[src/rtl/alu_arbiter.sv]
// Round-robin arbiter sharing one ALU+shifter between two requesters.
// One operation in flight: accept, wait ALU_LAT+1 cycles, hold the response until consumed.
module alu_arbiter #(
    parameter int ALU_LAT = 1
) (
    input  logic        clk,
    input  logic        reset,
    input  logic        req0_valid,
    input  logic [13:0] req0_op,
    output logic        req0_ready,
    input  logic        req1_valid,
    input  logic [13:0] req1_op,
    output logic        req1_ready,
    output logic [3:0]  alu_A,
    output logic [3:0]  alu_B,
    output logic [2:0]  alu_S,
    output logic [1:0]  alu_H,
    output logic        alu_Cin,
    input  logic [3:0]  alu_F,
    input  logic        alu_Cout,
    input  logic [3:0]  alu_O,
    output logic        rsp_valid,
    input  logic        rsp_ready,
    output logic        rsp_id,
    output logic [3:0]  rsp_F,
    output logic        rsp_Cout,
    output logic [3:0]  rsp_O,
    output logic        busy
);

    typedef enum logic [1:0] {IDLE, EXEC, RESP} state_t;

    state_t      state;
    logic [13:0] op_reg;
    logic        id_reg;
    logic        last_grant;
    logic [2:0]  cnt;
    logic        grant0;
    logic        grant1;

    // On a tie the requester that did not win last time gets the slot.
    always_comb begin
        grant0 = req0_valid && (!req1_valid || last_grant);
        grant1 = req1_valid && (!req0_valid || !last_grant);
    end

    assign req0_ready = (state == IDLE) && !reset && grant0;
    assign req1_ready = (state == IDLE) && !reset && grant1;

    assign alu_A   = op_reg[13:10];
    assign alu_B   = op_reg[9:6];
    assign alu_H   = op_reg[5:4];
    assign alu_S   = op_reg[3:1];
    assign alu_Cin = op_reg[0];

    always_ff @(posedge clk) begin
        if (reset) begin
            state      <= IDLE;
            op_reg     <= '0;
            id_reg     <= 1'b0;
            last_grant <= 1'b1;
            cnt        <= '0;
            rsp_valid  <= 1'b0;
            rsp_id     <= 1'b0;
            rsp_F      <= '0;
            rsp_Cout   <= 1'b0;
            rsp_O      <= '0;
            busy       <= 1'b0;
        end else begin
            case (state)
                IDLE: begin
                    if (grant0 || grant1) begin
                        op_reg     <= grant1 ? req1_op : req0_op;
                        id_reg     <= grant1;
                        last_grant <= grant1;
                        cnt        <= 3'(ALU_LAT);
                        state      <= EXEC;
                        busy       <= 1'b1;
                    end
                end
                EXEC: begin
                    if (cnt == 3'd0) begin
                        rsp_F     <= alu_F;
                        rsp_Cout  <= alu_Cout;
                        rsp_O     <= alu_O;
                        rsp_id    <= id_reg;
                        rsp_valid <= 1'b1;
                        state     <= RESP;
                    end else begin
                        cnt <= cnt - 3'd1;
                    end
                end
                RESP: begin
                    if (rsp_ready) begin
                        rsp_valid <= 1'b0;
                        busy      <= 1'b0;
                        state     <= IDLE;
                    end
                end
                default: begin
                    state     <= IDLE;
                    rsp_valid <= 1'b0;
                    busy      <= 1'b0;
                end
            endcase
        end
    end

endmodule

[config.mk]
export PLATFORM = sky130hd
export DESIGN_NAME = alu_arbiter
export DESIGN_NICKNAME = d
export VERILOG_FILES = /design/src/rtl/alu_arbiter.sv
export SDC_FILE = /design/constraint.sdc
export NUM_CORES = 1
export LEC_CHECK = 0
export ABC_CLOCK_PERIOD_IN_PS = 1400
export BUFFER_PORTS_ARGS = -buffer_cell sky130_fd_sc_hd__buf_2
export CORE_ASPECT_RATIO = 1.4
export CORE_UTILIZATION = 45
export DETAILED_ROUTE_END_ITERATION = 10
export PLACE_DENSITY = 0.79
export SLEW_MARGIN = 10
export SYNTH_ARGS = -nofsm -noshare
export SYNTH_HDL_FRONTEND = slang
export SYNTH_SLANG_ARGS = --single-unit
[constraint.sdc]
create_clock -name clk -period 1.4 [get_ports clk]
set_input_delay 0.14 -clock clk [delete_from_list [all_inputs] [get_ports clk]]
set_output_delay 0.14 -clock clk [all_outputs]
set_load 0.01 [all_outputs]
# == Yosys cells after proc, flatten, opt, wreduce, memory -nomap -nowiden ==
# Cells that the tools add are included.
# totals
ff_bits,33
input_bits,42
output_inout_bits,28
word_cells,54
# classes
add_sub_neg,1
eq_ne,6
n_mux,13
bitwise,2
n_reduce_logical,21
# op_table
op,count
14-bit 2-to-1 mux,1
3-bit AND reduction,4
2-bit 2-to-1 mux,3
3-bit 2-to-1 mux,2
2-bit != test (second input constant),3
1-bit case mux with 3 select lines,2
2-bit case mux with 3 select lines,1
3-bit case mux with 2 select lines,1
1-bit logical AND,5
1-bit logical NOT,4
2-bit AND reduction,2
3-bit logical NOT,1
1-bit logical OR,3
1-bit 2-to-1 mux,3
3-bit by 1-bit subtractor with 3-bit output (second input constant),1
2-bit by 1-bit equality test with 1-bit output (second input constant),1
2-bit equality test (second input constant),1
2-bit logical NOT,1
2-bit by 1-bit != test with 1-bit output (second input constant),1
1-bit NOT,2
2-bit nonzero test,1

# == Logic depth before layout (Yosys ltp) ==
# Gate-level depths: netlist of run 1.
# depth
word_depth,6
ltp_mapped,6
depth_no_buf,5

# == Least setup slack after synthesis of run 1 ==
# Ideal clock, no wire load.
# synth_timing
path_kind,register -> register
startpoint,register state[0]
endpoint,register op_reg[0]
setup_time_ps,133
arrival_time_ps,1128
required_time_ps,1267
setup_slack_ps,139
stages_incl_launch_ff,5
path_buffers,1
synth_period_minus_slack_ps,1261
path_cell_list,dfxtp_1 -> or2_2 -> nor2_4 -> buf_2 -> a311oi_1
# synth_via
elab_chain_len,2
# synth_lines
element,line_no,rtl
start: declaration,33,state_t state;
start signal: assignment,58,state <= IDLE;
start signal: assignment,77,state <= EXEC;
start signal: assignment,88,state <= RESP;
2-bit logical NOT,70,case (state)
2-bit AND reduction (no source line),-,
end signal: assignment,73,op_reg <= grant1 ? req1_op : req0_op;
end: declaration,34,logic [13:0] op_reg;
# Every way passes these cells.
# A chain may end at the register's enable or synchronous reset.

# == Worst setup path in the final report of run 1 ==
# layout_timing
startpoint,register state[1]
endpoint,output port req1_ready
# layout_via
elab_chain_len,3
# layout_lines
element,line_no,rtl
2-bit logical NOT,48,assign req1_ready = (state == IDLE) && !reset && grant1;
1-bit logical AND (2 in a row),48,
end: declaration,13,"output logic req1_ready,"
# Every way passes these cells.

==> run summary, run 1 <==
crit-path max FO: 6
run status: finished, final reports clean
Layout area overhead: 41.8%
WHS Path Cells: 3
vias per cell: 5.16
Synth Area per Inst: 8.15 sq um
Min-Delay Endpoint: rsp_O[2]$_SDFFE_PP0P_
number of hold violations in the final report: 0
Total Neg Setup Slack: 0 ps
RD Place Congestion: 0.742
VDD IR-drop max: 0.991 mV
Worst Tran Pin Value: 493 ps
CTS tree: done
commonest non-fill, non-tap cell in the layout: buf_2
worst-case clock skew: 3.69 ps
Antenna Diode Count: 0
DP HPWL: 2500 um
cts bufs inserted: 5
CP Data Required Time: 1260 ps
global-route wire length before repair: 5530 um
Max clock buf depth: 2
PortBufs: 69
fmax: 0.747 GHz
max reg flops: 14
Final ANT Viol Nets: 0
die width: 49.4 um
Critical R2R Capture: cnt[1]$_SDFFE_PP0P_
max_cap viols: 0
Routed Wire Length: 3480 um
TritonCTS Sinks: 33
min-delay worst type: primary input to flip-flop
Post-Syn Instances: 174
initial antenna violation count: 0
r2r worst-path depth: 5
per-cell routed wire length: 12.0 um
Worst Setup End Kind: output pin
final critical-path required period: 1340 ps
post-synthesis sequential area ratio: 0.466
Power Total: 2.63 mW
most frequent cells in the layout: buf_2 (69), nand2_1 (52), dfxtp_1 (30)
Iteration-0 DRC Markers: 26
Die Ht: 68.4 um
P per Cell Area: 1310 nW/um^2
vias in the first global route: 1373
reg2reg setup slack: 90 ps
latest clock arrival within the worst-skew pair: 280 ps
All-Layer GR Usage: 0.218
synthesized net count: 218
Slew Limit Fails: 0
final setup fails: 0
ratio of cells with drive above 1 in the final layout: 0.413
total I/O pin count: 70
Netlist cell types: 27
post-synthesis instance area: 1420 sq um
nets: 295
Crit Reg-Reg Startpoint: cnt[0]$_SDFFE_PP0P_
largest net degree at the start of global routing: 27
hold wc startpoint: alu_O[2]
Overflow after GRT: 0
Placeable Area: 2940 sq um
post-place setup slack: 48.1 ps
H-tree levels: 2
Clk Tree Root Cell: clkbuf_8
P_leak: 0.940 nW
first-pass detailed-route iteration total: 4
clk slew on worst S/H paths: 60 ps
Crit path arrival time: 1200 ps
Initial Util: 0.483
slew margin rel.: 0.671
register bit total from synthesis: 33
number of synthesis warnings: 0
detailed-route via count: 1492
period utilization: 0.957
residual DRC count: 0
CTS hold repair buffers: 0
startpoint types: flip-flop
RSZ-0062 raised after global routing: no
Worst Setup Slack, final: 60.5 ps
WS Path Type: flip-flop to output pin
# rows: 23
die area: 3380 sq um
-- worst max path at each step --
stage	startpoint	end	slack (ps)	cells past startpoint
finish	state[1]$_SDFFE_PP0P_	req1_ready	60	3
detailed placement	cnt[0]$_SDFFE_PP0P_	cnt[1]$_SDFFE_PP0P_	50	5
global placement	cnt[0]$_SDFFE_PP0P_	cnt[1]$_SDFFE_PP0P_	120	5
CTS	state[0]$_SDFFE_PP0P_	req0_ready	7	3
global route	state[1]$_SDFFE_PP0P_	req1_ready	9	3
floorplan	state[0]$_SDFFE_PP0P_	op_reg[0]$_SDFFE_PP0P_	140	4
-- timing repair --
| action | in CTS | in global routing |
|---|---|---|
| buffers inserted | 0 | 5 |
| setup endpoints to repair | 2 | 10 |
| pin swaps | 0 | 4 |
| resized for setup | 5 | 8 |
-- critical path, cell delays in order (launching register included) --
cell	delay (ps)
dfxtp_4	360
or2_4	290
nor3_2	120
buf_2	160
-- report_power, final --
part           internal [mW]  leakage (nW)  switching [mW]
sequential              1.06         0.273          0.0681
clock                  0.444        0.0542           0.324
combinational          0.344         0.613           0.387
total                   1.85         0.940           0.780
-- cells in the mapped netlist --
cell	count	area [sq um]
clkbuf_1	5	18.8
a31o_2	1	8.76
a21oi_1	28	140
a21bo_2	1	10.0
and3_1	1	6.26
buf_2	5	25.0
nor2_1	6	22.5
nand2_1	52	195
or2_2	2	12.5
nand4bb_1	1	11.3
nand2b_1	1	6.26
a2111oi_1	1	10.0
nor2_4	1	11.3
nand3b_1	2	15.0
a221oi_1	1	8.76
and4bb_2	1	12.5
o21ai_0	4	20.0
a311oi_1	14	123
mux2i_1	1	10.0
nor3_1	3	15.0
buf_4	2	15.0
a21boi_2	1	11.3
ha_1	2	25.0
nor2b_1	1	6.26
inv_1	3	11.3
dfxtp_1	33	661
a31oi_1	1	6.26
-- cell type report --
| cell class | count | area (sq um) |
|---|---|---|
| Tap cell | 37 | 46.3 |
| Clock buffer | 7 | 96.3 |
| Timing Repair Buffer | 82 | 455 |
| Sequential cell | 33 | 669 |
| Inverter | 3 | 11.3 |
| Clock inverter | 1 | 5.00 |
| Multi-Input combinational cell | 126 | 727 |
| Fill cell | 252 | 925 |
-- per-stage QoR --
stage	area [sq um]	hold WS [ps]	instances	util
6_report	2010	98.3	289	0.685
5_1_grt	2010	97.0	289	0.685
4_1_cts	1940	89.5	284	0.661
3_5_place_dp	1820	386	276	0.621
3_3_place_gp	1820	382	276	0.621
2_1_floorplan	1420	276	174	-
-- logic make-up after synthesis --
group,after synthesis,share of synthesized area
fa+ha+maj,2,0.0176
flops,33,0.466
simple gates,71,0.222
compound gates,52,0.238
buf+inv,15,0.0494
mux,1,0.00706
-- layer usage --
| metal | vias up | wire length, um | GRT usage |
|---|---|---|---|
| met3 | 6 | 234 | 0.0711 |
| met5 | - | 0 | 0 |
| met4 | 0 | 55 | 0.114 |
| met2 | 60 | 1780 | 0.414 |
| met1 | 665 | 1410 | 0.208 |
| li1 | 761 | - | - |
Note: power is estimated with default switching activity, not from simulation.
==> run 2, diff against run 1 <==
Settings changed: CORE_ASPECT_RATIO 1.4 to unset, GPL_TIMING_DRIVEN set to 0.
==> run 2 against run 1 <==
  * The flow now finishes with violations (setup timing)
  * Register-to-register slack lost 30 ps
  * Sequential share of layout area up 1.0 points
  * Total power decreased by 10%
  * Non-clock buffer count is 2 lower
  * Design area fell by 2.9%
  * Hold slack lost 70 ps
  * Combinational power is 2% lower
  * Clock power is 32% lower
  * Critical path depth is the same
==> run summary, run 2 (synthesis gave the netlist of run 1 again) <==
final cell count without fillers: 294 (+1.7%)
H-tree levels: 2 (unchanged)
Die Ht: 58.1 um (-15%)
period utilization: 1.01 (+0.0496)
CTS tree: done
RD Place Congestion: 0.830 (+12%)
slew margin rel.: 0.611 (-0.0602)
WS Path Type: flip-flop to output pin
clk slew on worst S/H paths: 100 ps (+40 ps)
Finished Cell Area: 1950 sq um (-2.9%)
most frequent cells in the layout: buf_2 (69), nand2_1 (52), dfxtp_1 (30)
worst-case clock skew: 8.24 ps (+4.54 ps)
run status: finished with violations
vias in the first global route: 1263 (-8.0%)
latest clock arrival within the worst-skew pair: 340 ps (+60 ps)
global-route wire length before repair: 5550 um (+0.38%)
VDD IR-drop max: 0.767 mV (-23%)
hold slack: 28.3 ps (-70.0 ps)
All-Layer GR Usage: 0.219 (+0.00155)
initial antenna violation count: 0 (unchanged)
min-delay worst type: primary input to flip-flop
Slew Limit Fails: 0 (unchanged)
Worst Setup End Kind: output pin
die area: 3380 sq um (about the same)
final critical-path required period: 1410 ps (+69.5 ps)
P_leak: 0.896 nW (-4.7%)
Crit Reg-Reg Startpoint: cnt[1]$_SDFFE_PP0P_
failing checks: setup timing
nets: 293 (-0.68%)
Initial Util: 0.468 (-0.0148)
max reg flops: 14 (unchanged)
fmax: 0.710 GHz (-4.9%)
P per Cell Area: 1210 nW/um^2 (-7.5%)
PortBufs: 68 (-1.4%)
Layout area overhead: 37.7%
Crit path arrival time: 1270 ps (+70 ps)
Power Total: 2.36 mW (-10%)
Iteration-0 DRC Markers: 58 (+120%)
final setup fails: 2 (+2)
DP HPWL: 2410 um (-3.7%)
commonest non-fill, non-tap cell in the layout: buf_2
Antenna Diode Count: 0 (unchanged)
CTS hold repair buffers: 0 (unchanged)
Placed Area: 1810 sq um (-0.55%)
cell breakdown of the critical path: or2_4 -> nor3_2 -> buf_2
cts bufs inserted: 5 (unchanged)
ratio of cells with drive above 1 in the final layout: 0.404 (-0.00870)
Max clock buf depth: 2 (unchanged)
number of hold violations in the final report: 0 (unchanged)
Worst Setup Slack, final: -9.03 ps (-69.5 ps)
residual DRC count: 0 (unchanged)
Worst Setup SP: state[1]$_SDFFE_PP0P_
reg2reg setup slack: 60 ps (-30 ps)
TritonCTS Sinks: 33 (unchanged)
largest net degree at the start of global routing: 15 (-44%)
Worst Tran Pin Value: 584 ps (+90.3 ps)
Final ANT Viol Nets: 0 (unchanged)
detailed-route via count: 1500 (+0.54%)
Placeable Area: 3030 sq um (+3.2%)
Overflow after GRT: 0 (unchanged)
Routed Wire Length: 3560 um (+2.3%)
startpoint types: flip-flop
critical path's largest stage delay: 360 ps (about the same)
per-cell routed wire length: 12.1 um (+0.59%)
Buf/Inv on CP: 1 (unchanged)
max_cap viols: 0 (unchanged)
Clk Tree Root Cell: clkbuf_4
crit-path max FO: 5 (-1)
CP max-delay cell: dfxtp_4
placed insts: 286 (+3.6%)
vias per cell: 5.10 (-1.2%)
# rows: 20 (-13%)
hold wc startpoint: alu_F[1]
first-pass detailed-route iteration total: 6 (+2)
Total Neg Setup Slack: -16.9 ps (-16.9 ps)
total I/O pin count: 70 (unchanged)
die width: 58.1 um (+18%)
RSZ-0062 raised after global routing: yes
CP Data Required Time: 1260 ps (about the same)
family with the most delay on the worst path: simple AND/OR/NAND/NOR gates
[run 2: changes by cell type in the layout (fill, tap and decap cells not counted), moves of 4 or more]
cell,delta
clkbuf_8,-7
clkbuf_1,+4
buf_4,-6
clkbuf_4,+6
[run 2: worst reg2reg max path, cell delays in order (launching register included)]
cell	delay [ps]
dfxtp_1	310
inv_1	140
ha_4	180
nand2b_1	90
and3_1	210
a2111oi_2	310
[run 2: path summary, 6_finish.rpt]
path | end | cells after the start
hold / removal | rsp_F[1]$_SDFFE_PP0P_ | 3
setup / recovery | req0_ready | 3
hold reg to reg | rsp_F[2]$_SDFFE_PP0P_ | 2
setup reg to reg | cnt[1]$_SDFFE_PP0P_ | 5
[run 2: report_power, final]
part           internal [mW]  switching, mW
Sequential              1.06         0.0658
Clock                  0.189          0.331
Combinational          0.315          0.401
[run 2: cell type report]
| cell class | instances | area, sq um |
|---|---|---|
| fillers | 293 | 1080 |
| multi-input cells | 126 | 748 |
| clock buffers | 5 | 37.5 |
| flip-flops and latches | 33 | 669 |
| plain buffers | 9 | 50.0 |
| clock inverters | 3 | 17.5 |
| inverters | 3 | 11.3 |
| well taps | 44 | 55.1 |
| repair buffers | 71 | 363 |
[run 2: metal layers]
metal	vias to the layer above	wire, um	global-route usage
met4	0	57	0.0918
met3	9	277	0.0759
met1	665	1540	0.265
met5	-	0	0
li1	757	-	-
met2	69	1680	0.355
[run 2: stage by stage]
step           setup WS, ps   util
6_report              -9.03  0.645
5_1_grt               -69.8  0.645
4_1_cts                2.38  0.632
3_5_place_dp          -63.1  0.599
3_3_place_gp          -36.2  0.599
2_1_floorplan           139      -
[run 2: timing repair]
item	4_1_cts	5_1_grt
resized for setup	12	9
buffers inserted	3	0
setup endpoints to repair	24	23
pin swaps	4	0
==> run 3, diff against run 2 <==
Settings changed: CORE_UTILIZATION 45 to 42, PLACE_DENSITY 0.79 to 0.74.
==> run 3 against run 2 <==
  * The run still ends with setup timing left
  * First-iteration DRC count down 29%
  * Sequential cell count did not move
  * Wire length shrank 0.39%
  * Largest cell class unchanged
==> run summary, run 3 (synthesis gave the netlist of run 1 again) <==
run status: finished with violations
failing checks: setup timing
Placeable Area: 3130 sq um (+3.3%)
fmax: 0.713 GHz (+0.45%)
Finished Cell Area: 1970 sq um (+0.96%)
clk slew on worst S/H paths: 100 ps (about the same)
min-delay worst type: primary input to flip-flop
Final ANT Viol Nets: 0 (unchanged)
Worst Setup SP: state[0]$_SDFFE_PP0P_
VDD IR-drop max: 0.576 mV (-25%)
global-route wire length before repair: 5440 um (-2.0%)
nets: 294 (+0.34%)
Register Area: 669 sq um (unchanged)
Power Total: 2.45 mW (+3.7%)
Antenna Diode Count: 0 (unchanged)
worst setup path end: req0_ready
PortBufs: 68 (unchanged)
All-Layer GR Usage: 0.207 (-0.0117)
first-pass detailed-route iteration total: 4 (-2)
Worst Setup Slack, final: -2.72 ps (+6.31 ps)
detailed-route via count: 1481 (-1.3%)
Critical R2R Capture: cnt[1]$_SDFFE_PP0P_
period utilization: 1.00 (-0.00451)
CP max-delay cell: dfxtp_4
die area: 3610 sq um (+6.9%)
area of the multi-input gates: 744 sq um (-0.50%)
startpoint types: flip-flop
worst-case clock skew: 6.82 ps (-1.41 ps)
critical path's largest stage delay: 360 ps (about the same)
H-tree levels: 2 (unchanged)
final cell count without fillers: 295 (+0.34%)
final setup fails: 1 (-1)
Layout area overhead: 39.0%
latest clock arrival within the worst-skew pair: 340 ps (about the same)
WS Path Type: flip-flop to output pin
Worst Tran Pin Value: 554 ps (-29.6 ps)
Placed Area: 1810 sq um (unchanged)
post-place setup slack: -56.7 ps (+6.39 ps)
reg2reg setup slack: 90 ps (+30 ps)
slew margin rel.: 0.631 (+0.0197)
DP HPWL: 2490 um (+3.6%)
largest net degree at the start of global routing: 15 (unchanged)
Worst Setup End Kind: output pin
hold wc startpoint: alu_O[3]
commonest non-fill, non-tap cell in the layout: buf_2
vias in the first global route: 1230 (-2.6%)
residual DRC count: 0 (unchanged)
initial antenna violation count: 0 (unchanged)
Routed Wire Length: 3550 um (-0.39%)
Total Neg Setup Slack: -2.72 ps (+14.2 ps)
ratio of cells with drive above 1 in the final layout: 0.406 (+0.00237)
P per Cell Area: 1240 nW/um^2 (+2.7%)
Overflow after GRT: 0 (unchanged)
Crit path arrival time: 1260 ps (about the same)
TritonCTS Sinks: 33 (unchanged)
Layout Utilization: 0.630 (-0.0146)
# rows: 20 (unchanged)
RD Place Congestion: 0.809 (-2.5%)
max_cap viols: 0 (unchanged)
per-cell routed wire length: 12.0 um (-0.73%)
Die Ht: 60.1 um (+3.4%)
placed insts: 286 (unchanged)
vias per cell: 5.02 (-1.6%)
Fillers: 308 (+5.1%)
Initial Util: 0.453 (-0.0150)
RSZ-0062 raised after global routing: yes
crit-path max FO: 4 (-1)
most frequent cells in the layout: buf_2 (69), nand2_1 (52), dfxtp_1 (30)
Clk Tree Root Cell: clkbuf_4
cell breakdown of the critical path: or2_4 -> nor3_4 -> buf_2
number of hold violations in the final report: 0 (unchanged)
final critical-path required period: 1400 ps (-6.31 ps)
total I/O pin count: 70 (unchanged)
cts bufs inserted: 5 (unchanged)
Crit Reg-Reg Startpoint: cnt[1]$_SDFFE_PP0P_
CTS tree: done
Slew Limit Fails: 0 (unchanged)
hold slack: 31.5 ps (+3.20 ps)
Iteration-0 DRC Markers: 41 (-29%)
CP Data Required Time: 1260 ps (about the same)
P_leak: 0.910 nW (+1.6%)
die width: 60.1 um (+3.4%)
Max clock buf depth: 2 (unchanged)
r2r worst-path depth: 5 (unchanged)
max reg flops: 14 (unchanged)
[run 3: layer usage]
| metal | vias up | GRT usage | share of wire |
|---|---|---|---|
| met3 | 6 | 0.0909 | 0.090 |
| li1 | 760 | - | - |
| met2 | 65 | 0.335 | 0.45 |
| met5 | - | 0 | 0 |
| met1 | 650 | 0.240 | 0.44 |
| met4 | 0 | 0.0797 | 0.014 |
[run 3: worst min-delay path by stage]
| stage | endpoint | slack (ps) | depth (start not counted) |
|---|---|---|---|
| after floorplan | rsp_Cout$_SDFFE_PP0P_ | 280 | 2 |
| after global placement | rsp_F[1]$_SDFFE_PP0P_ | 390 | 3 |
| after detailed placement | rsp_O[3]$_SDFFE_PP0P_ | 390 | 3 |
| after CTS | rsp_O[0]$_SDFFE_PP0P_ | 20 | 3 |
| after global routing | rsp_Cout$_SDFFE_PP0P_ | 6 | 3 |
| final | rsp_O[3]$_SDFFE_PP0P_ | 30 | 3 |
[run 3: timing repair]
| action | 4_1_cts | 5_1_grt |
|---|---|---|
| hold buffers | 0 | 0 |
| pin swaps | 4 | 1 |
| resized for setup | 9 | 12 |
| setup endpoints to repair | 24 | 25 |
| setup buffers | 4 | 0 |
[run 3: final cells by class]
class | count | share of cell area
multi-input combinational | 126 | 0.378
sequential | 33 | 0.340
timing repair buffer | 72 | 0.188
clock buffer | 7 | 0.0330
tap | 44 | 0.0279
buffer | 9 | 0.0254
inverter | 3 | 0.00571
clock inverter | 1 | 0.00254
[run 3: power breakdown]
part           switching (mW)  internal (mW)  total [mW]
Clock                   0.321          0.291       0.612
Combinational           0.394          0.317       0.711
Sequential             0.0664           1.06        1.13
Total                   0.781           1.67        2.45
[run 3: critical path, delay by kind of cell (launching register included)]
kind | cells | cell delay, ps
buffers and inverters | 1 | 160
flip-flops | 1 | 360
AND/OR/NAND/NOR | 2 | 410
